### config.mk
export PLATFORM = sky130hd
export DESIGN_NAME = bsg_fsb_node_responder
export DESIGN_NICKNAME = d
export VERILOG_FILES = /design/src/rtl/bsg_fsb_node_responder_pkg.sv /design/src/rtl/bsg_fsb_node_responder_two_fifo.sv /design/src/rtl/bsg_fsb_node_responder.sv
export SDC_FILE = /design/constraint.sdc
export NUM_CORES = 1
export LEC_CHECK = 0
export CAP_MARGIN = 30
export CORE_UTILIZATION = 40
export CTS_BUF_LIST = sky130_fd_sc_hd__clkbuf_8
export CTS_CLUSTER_SIZE = 30
export DETAILED_ROUTE_END_ITERATION = 8
export PLACE_DENSITY = 0.72
export SYNTH_ARGS = -nofsm -noshare
export SYNTH_HDL_FRONTEND = slang
export SYNTH_HIERARCHICAL = 1
export SYNTH_SLANG_ARGS = --single-unit
### constraint.sdc
create_clock -name clk_i -period 9.8 [get_ports clk_i]
set_input_delay 2.45 -clock clk_i [delete_from_list [all_inputs] [get_ports clk_i]]
set_output_delay 2.45 -clock clk_i [all_outputs]
set_load 0.005 [all_outputs]
### src/rtl/bsg_fsb_node_responder_pkg.sv
// Package: bsg_fsb_node_responder_pkg
//
// Shared definitions for the FSB responder node: field widths of the
// 80-bit FSB packet, the opcode encoding understood by the responder and
// a packed struct that overlays the packet layout
//   [79:76] destid, [75] cmd, [74:72] opcode, [71:64] seq, [63:0] payload.

package bsg_fsb_node_responder_pkg;

    localparam int DESTID_W  = 4;
    localparam int OPCODE_W  = 3;
    localparam int SEQ_W     = 8;
    localparam int PAYLOAD_W = 64;
    localparam int CNT_W     = 16;

    typedef enum logic [OPCODE_W-1:0] {
        OP_ECHO  = 3'd0,
        OP_WRITE = 3'd1,
        OP_READ  = 3'd2,
        OP_COUNT = 3'd3,
        OP_CSUM  = 3'd4,
        OP_ERR   = 3'd7
    } opcode_e;

    // Opcode is kept as raw bits: requests may carry the unassigned
    // encodings 5 and 6, which must still be decoded (into ERR replies).
    typedef struct packed {
        logic [DESTID_W-1:0]  destid;
        logic                 cmd;
        logic [OPCODE_W-1:0]  opcode;
        logic [SEQ_W-1:0]     seq;
        logic [PAYLOAD_W-1:0] payload;
    } pkt_s;

endpackage

### src/rtl/bsg_fsb_node_responder_two_fifo.sv
// Module: bsg_two_fifo
//
// Two-entry FIFO with a valid-ready input and a valid-yumi output.
// ready_o is a registered "not full" flag, so it never depends
// combinationally on yumi_i, and it is low while in reset.
//
// Ports:
//   clk_i      in   clock
//   reset_n_i  in   asynchronous active-low reset (empties the FIFO)
//   v_i        in   enqueue request (honoured only when ready_o is high)
//   data_i     in   [width_p] enqueue data
//   ready_o    out  space available
//   v_o        out  head entry valid
//   data_o     out  [width_p] head entry
//   yumi_i     in   head consumed (only meaningful while v_o is high)

module bsg_two_fifo #(
    parameter int width_p = 80
) (
    input  logic               clk_i,
    input  logic               reset_n_i,
    input  logic               v_i,
    input  logic [width_p-1:0] data_i,
    output logic               ready_o,
    output logic               v_o,
    output logic [width_p-1:0] data_o,
    input  logic               yumi_i
);

    logic [width_p-1:0] mem_r [2];
    logic               wr_ptr_r;
    logic               rd_ptr_r;
    logic [1:0]         count_r;
    logic [1:0]         count_next;
    logic               ready_r;
    logic               enq;
    logic               deq;

    assign enq     = v_i & ready_r;
    assign deq     = yumi_i & v_o;
    assign ready_o = ready_r;
    assign v_o     = (count_r != 2'd0);
    assign data_o  = mem_r[rd_ptr_r];

    always_comb begin
        // NOTE: the default assignment first means every path drives
        // count_next, so no latch is inferred.
        count_next = count_r;
        case ({enq, deq})
            2'b10:   count_next = count_r + 2'd1;
            2'b01:   count_next = count_r - 2'd1;
            default: count_next = count_r;
        endcase
    end

    // NOTE: non-blocking assignments make every flop sample the values
    // from before the edge, independent of statement order.
    always_ff @(posedge clk_i or negedge reset_n_i) begin
        if (!reset_n_i) begin
            wr_ptr_r <= 1'b0;
            rd_ptr_r <= 1'b0;
            count_r  <= 2'd0;
            ready_r  <= 1'b0;
        end else begin
            if (enq) wr_ptr_r <= ~wr_ptr_r;
            if (deq) rd_ptr_r <= ~rd_ptr_r;
            count_r <= count_next;
            ready_r <= (count_next != 2'd2);
        end
    end

    // NOTE: storage is deliberately not reset; count_r alone decides which
    // entries are meaningful, so clearing the data would buy nothing.
    always_ff @(posedge clk_i) begin
        if (enq) mem_r[wr_ptr_r] <= data_i;
    end

endmodule

### src/rtl/bsg_fsb_node_responder.sv
// Module: bsg_fsb_node_responder
//
// FSB client node that answers master-initiated request packets with one
// reply packet each: echo, scratch write/read, request count and an
// optional running XOR checksum. Replies are buffered in a two-entry FIFO
// and leave in acceptance order with one cycle of latency.
//
// Optional feature macro: BSG_FSB_NODE_RESPONDER_CHECKSUM_EN
//   defined   -> 64-bit checksum register, CSUM returns XOR of prior payloads
//   undefined -> no checksum register, CSUM returns payload 0
//
// Ports:
//   clk_i      in   core clock
//   reset_n_i  in   asynchronous active-low reset
//   en_i       in   node enable; when low nothing is accepted or presented
//   v_i        in   request valid
//   data_i     in   [ring_width_p] request packet
//   ready_o    out  request accept (valid-ready)
//   v_o        out  reply valid
//   data_o     out  [ring_width_p] reply packet
//   yumi_i     in   reply consumed (valid-yumi)

module bsg_fsb_node_responder
    import bsg_fsb_node_responder_pkg::*;
#(
    parameter int ring_width_p = 80,
    parameter int master_id_p  = 0,
    parameter int client_id_p  = 0
) (
    input  logic                    clk_i,
    input  logic                    reset_n_i,
    input  logic                    en_i,
    input  logic                    v_i,
    input  logic [ring_width_p-1:0] data_i,
    output logic                    ready_o,
    output logic                    v_o,
    output logic [ring_width_p-1:0] data_o,
    input  logic                    yumi_i
);

    pkt_s                 req;
    pkt_s                 reply;
    logic                 fifo_ready;
    logic                 fifo_v;
    logic                 accept;
    logic                 drop;
    logic                 serve;
    logic [PAYLOAD_W-1:0] scratch_r;
    logic [CNT_W-1:0]     req_cnt_r;
`ifdef BSG_FSB_NODE_RESPONDER_CHECKSUM_EN
    logic [PAYLOAD_W-1:0] checksum_r;
`endif

    assign req     = pkt_s'(data_i);
    assign ready_o = en_i & fifo_ready;
    assign v_o     = en_i & fifo_v;
    assign accept  = v_i & ready_o;

    // Foreign-destination and command packets are consumed silently.
    assign drop  = (req.destid != DESTID_W'(client_id_p)) | req.cmd;
    assign serve = accept & ~drop;

    // Reply is formed from the state as it stands before this request's
    // updates, which gives COUNT/CSUM their "prior requests" meaning.
    always_comb begin
        reply.destid  = DESTID_W'(master_id_p);
        reply.cmd     = 1'b0;
        reply.opcode  = req.opcode;
        reply.seq     = req.seq;
        reply.payload = req.payload;
        case (req.opcode)
            OP_ECHO,
            OP_WRITE: reply.payload = req.payload;
            OP_READ:  reply.payload = scratch_r;
            OP_COUNT: reply.payload = PAYLOAD_W'(req_cnt_r);
            OP_CSUM: begin
`ifdef BSG_FSB_NODE_RESPONDER_CHECKSUM_EN
                reply.payload = checksum_r;
`else
                reply.payload = '0;
`endif
            end
            default: begin
                reply.opcode  = OP_ERR;
                reply.payload = PAYLOAD_W'(req.opcode);
            end
        endcase
    end

    always_ff @(posedge clk_i or negedge reset_n_i) begin
        if (!reset_n_i) begin
            scratch_r <= '0;
            req_cnt_r <= '0;
        end else if (serve) begin
            if (req.opcode == OP_WRITE) scratch_r <= req.payload;
            req_cnt_r <= req_cnt_r + CNT_W'(1);
        end
    end

`ifdef BSG_FSB_NODE_RESPONDER_CHECKSUM_EN
    always_ff @(posedge clk_i or negedge reset_n_i) begin
        if (!reset_n_i) begin
            checksum_r <= '0;
        end else if (serve) begin
            checksum_r <= checksum_r ^ req.payload;
        end
    end
`endif

    // Consumption is qualified with the gated v_o so a stray yumi while
    // disabled cannot pop a retained reply.
    bsg_two_fifo #(
        .width_p (ring_width_p)
    ) reply_fifo (
        .clk_i     (clk_i),
        .reset_n_i (reset_n_i),
        .v_i       (serve),
        .data_i    (ring_width_p'(reply)),
        .ready_o   (fifo_ready),
        .v_o       (fifo_v),
        .data_o    (data_o),
        .yumi_i    (yumi_i & v_o)
    );

endmodule

==> results.toml <==
[die]
die_w_um = 163.1
die_area_mm2 = 0.02661
ioPinCount = 167
initial_core_util = 0.4101
die_height_um = 163.1
rows = 58
core_mm2 = 0.02533

[place]
hpwlAfterDp_mm = 12.72
place_congestion = 0.7287
place_area_mm2 = 0.01237
place_ws_ns = 3.767
numPortBuffers = 166
dp.cells = 1076

[power_and_ir_drop]
peakVddDrop_mv = 0.1182
total_leakage_power_nw = 5.397
power_w = 0.002634
power_density_mw_per_mm2 = 199.9

[critical_path]
end_kind = "output port"
crit_cells = 3
reg2reg_depth = 5
timing.rr.start = "reply_fifo/ready_o"
cp-startpoint = "en_i"
cp_common_cell = "clkdlybuf4s50_1"
startpoint_type = "input pin"
arrival_ns = 3.57
slowest_stage = "clkdlybuf4s50_1"
r2r_end = "reply_fifo/mem_r[0][66]"
cpPeakStageDelay_ns = 0.50
rrSetupSlack_ns = 6.72
cp_max_fo = 4
crit_end = "v_o"
worst-path-buf-inv = 2
path_cells = "clkdlybuf4s50_1 > and2_1 > clkdlybuf4s50_1"
cpLargestDelayFamily = "buffers and inverters"
critical_path_class = "in2out"
critPathRequiredTime_ns = 7.35

[sta]
max_freq_mhz = 166.0
hold_viol = 0
fin_skew_ns = 0.01181
finalWorstSetupSlack_ns = 3.777
finalCritPeriodShare = 0.6146
fin_crit_ns = 6.023
setup_viol = 0
rsz0062_at_grt = "false"
drv_slew = 0
fin_setup_tns_ns = 0
slew_headroom = 0.3660
worst_slew_pin_slew_ns = 0.9510

[synth]
synth-seq-cells = 245
netlist_instances = 596
synth_cell_type_count = 42
yosys_warnings = 6
yosysTopAreaCell = "edfxtp_1"
netlist_area_mm2 = 0.01039
synth.top_cells.by_area = "edfxtp_1, dfrtp_1, mux2_4"
async_flop_share = 0.3469
ys.flop_type = "edfxtp_1"
synth_commonest_cells = "edfxtp_1, dfrtp_1, mux2_4"
ys_seq_area_frac = 0.6674
synth_top_area_frac = 0.4626
synth_area_per_cell_um2 = 17.43
yosysMostFrequentCell = "edfxtp_1"
synth_edf_count = 160

[cells_and_area]
stdcell_count = 1151
nFillCells = 2060
antenna_cells = 0
drive_gt1_frac = 0.1961
nNetsFinal = 876
syn2layout_area_growth_pct = 26.85
design_area_mm2 = 0.01318

[global_route]
gr-total-overflow = 0
grt_start_max_net_pins = 64
grt_antenna_before_repair = 0
grt_pass1_wl_mm = 31.55
grt_pass1_vias = 5852
grtUsageTotal = 0.1546

[cts]
clock_sinks = 245
cts_hold_buf = 0
root_buffer = "clkbuf_8"
htree_levels = 2
cts_tree = "yes"
post_cts_buffers = 0
cts.repair.resized = 0
cts_made_buffers = 41
path_clk_slew_ns = 0.05
insertion_delay_ns = 0.52
clockBufferDepth = 3

[detailed_routing]
firstDrtPassIters = 4
drc = 0
viasPerCell = 5.001
drt-total-wl_mm = 20.42
vias = 5756
post_drt_wl_per_cell_um = 17.74
ant_nets = 0
drtIter0Drc = 244

[worst_hold_path]
min_path_cells = 1
holdCritPathClass = "reg2reg"

[run_status]
status = "finished, final reports clean"

[job]
drv_cap = 0
[flip-flops by register name, indices dropped and copies added (netlist names)]
register,flops
req_cnt_r,16
reply_fifo/rd_ptr_r,1
scratch_r,64
reply_fifo/mem_r,160
reply_fifo/count_r,2
reply_fifo/ready_o,1
reply_fifo/wr_ptr_r,1
[worst min-delay path by stage]
stage / startpoint / end / slack, ns
floorplan: req_cnt_r[15] / req_cnt_r[15] / 0.45
global route: req_cnt_r[15] / req_cnt_r[15] / 0.50
global placement: scratch_r[1] / scratch_r[1] / 0.47
CTS: req_cnt_r[15] / req_cnt_r[15] / 0.48
finish: req_cnt_r[15] / req_cnt_r[15] / 0.48
detailed placement: req_cnt_r[15] / req_cnt_r[15] / 0.47
[where the power goes]
part | internal [W] | total, W | switching [W] | leakage [nW]
registers | 0.00112 | 0.00119 | 0.0000686 | 2.63
clock network | 0.000487 | 0.000881 | 0.000393 | 0.427
logic | 0.000383 | 0.000560 | 0.000177 | 2.34
total | 0.00200 | 0.00263 | 0.000639 | 5.40
[cell families after synthesis]
family,share of synthesized area
multiplexers,0.2003
AND/OR/NAND/NOR,0.03156
flip-flops,0.6674
buffers and inverters,0.02482
other,0.0003611
adder cells (fa/ha/maj),0.002409
XOR/XNOR,0.01687
AO/OA/AOI/OAI,0.05626
[layout by cell type (no fill, tap or decap), types with 8 or more instances in the layout]
cell type	count
a22o_1	48
mux2i_1	14
inv_1	8
buf_4	10
dfrtp_1	84
xnor2_1	14
nand2_1	11
clkdlybuf4s50_1	165
clkbuf_8	43
mux2_1	60
conb_1	10
clkinv_1	16
mux2_4	79
edfxtp_1	160
nor2_1	15
a211oi_1	13
[area by class of cell]
cell class	instances	area [um^2]	share of cell area
sequential	245	6935	0.5264
multi-input combinational	322	3256	0.2471
timing repair buffer	176	1754	0.1331
clock buffer	43	591.8	0.04492
tap	330	412.9	0.03134
clock inverter	32	214.0	0.01624
inverter	3	11.26	0.0008547
[stage by stage]
stage / hold WS [ns] / utilization
floorplan: 0.4453 / -
global placement: 0.4714 / 0.4873
detailed placement: 0.4710 / 0.4884
CTS: 0.4836 / 0.5202
global route: 0.4977 / 0.5202
finish: 0.4783 / 0.5202
[metal layers]
layer	up-vias	GRT usage	share of wire
met4	0	0.06712	0.033
met3	50	0.03276	0.055
met5	-	0	0
met1	2846	0.1911	0.42
li1	2675	-	-
met2	185	0.2604	0.49
No activity file was read; power rests on OpenSTA's default activity.
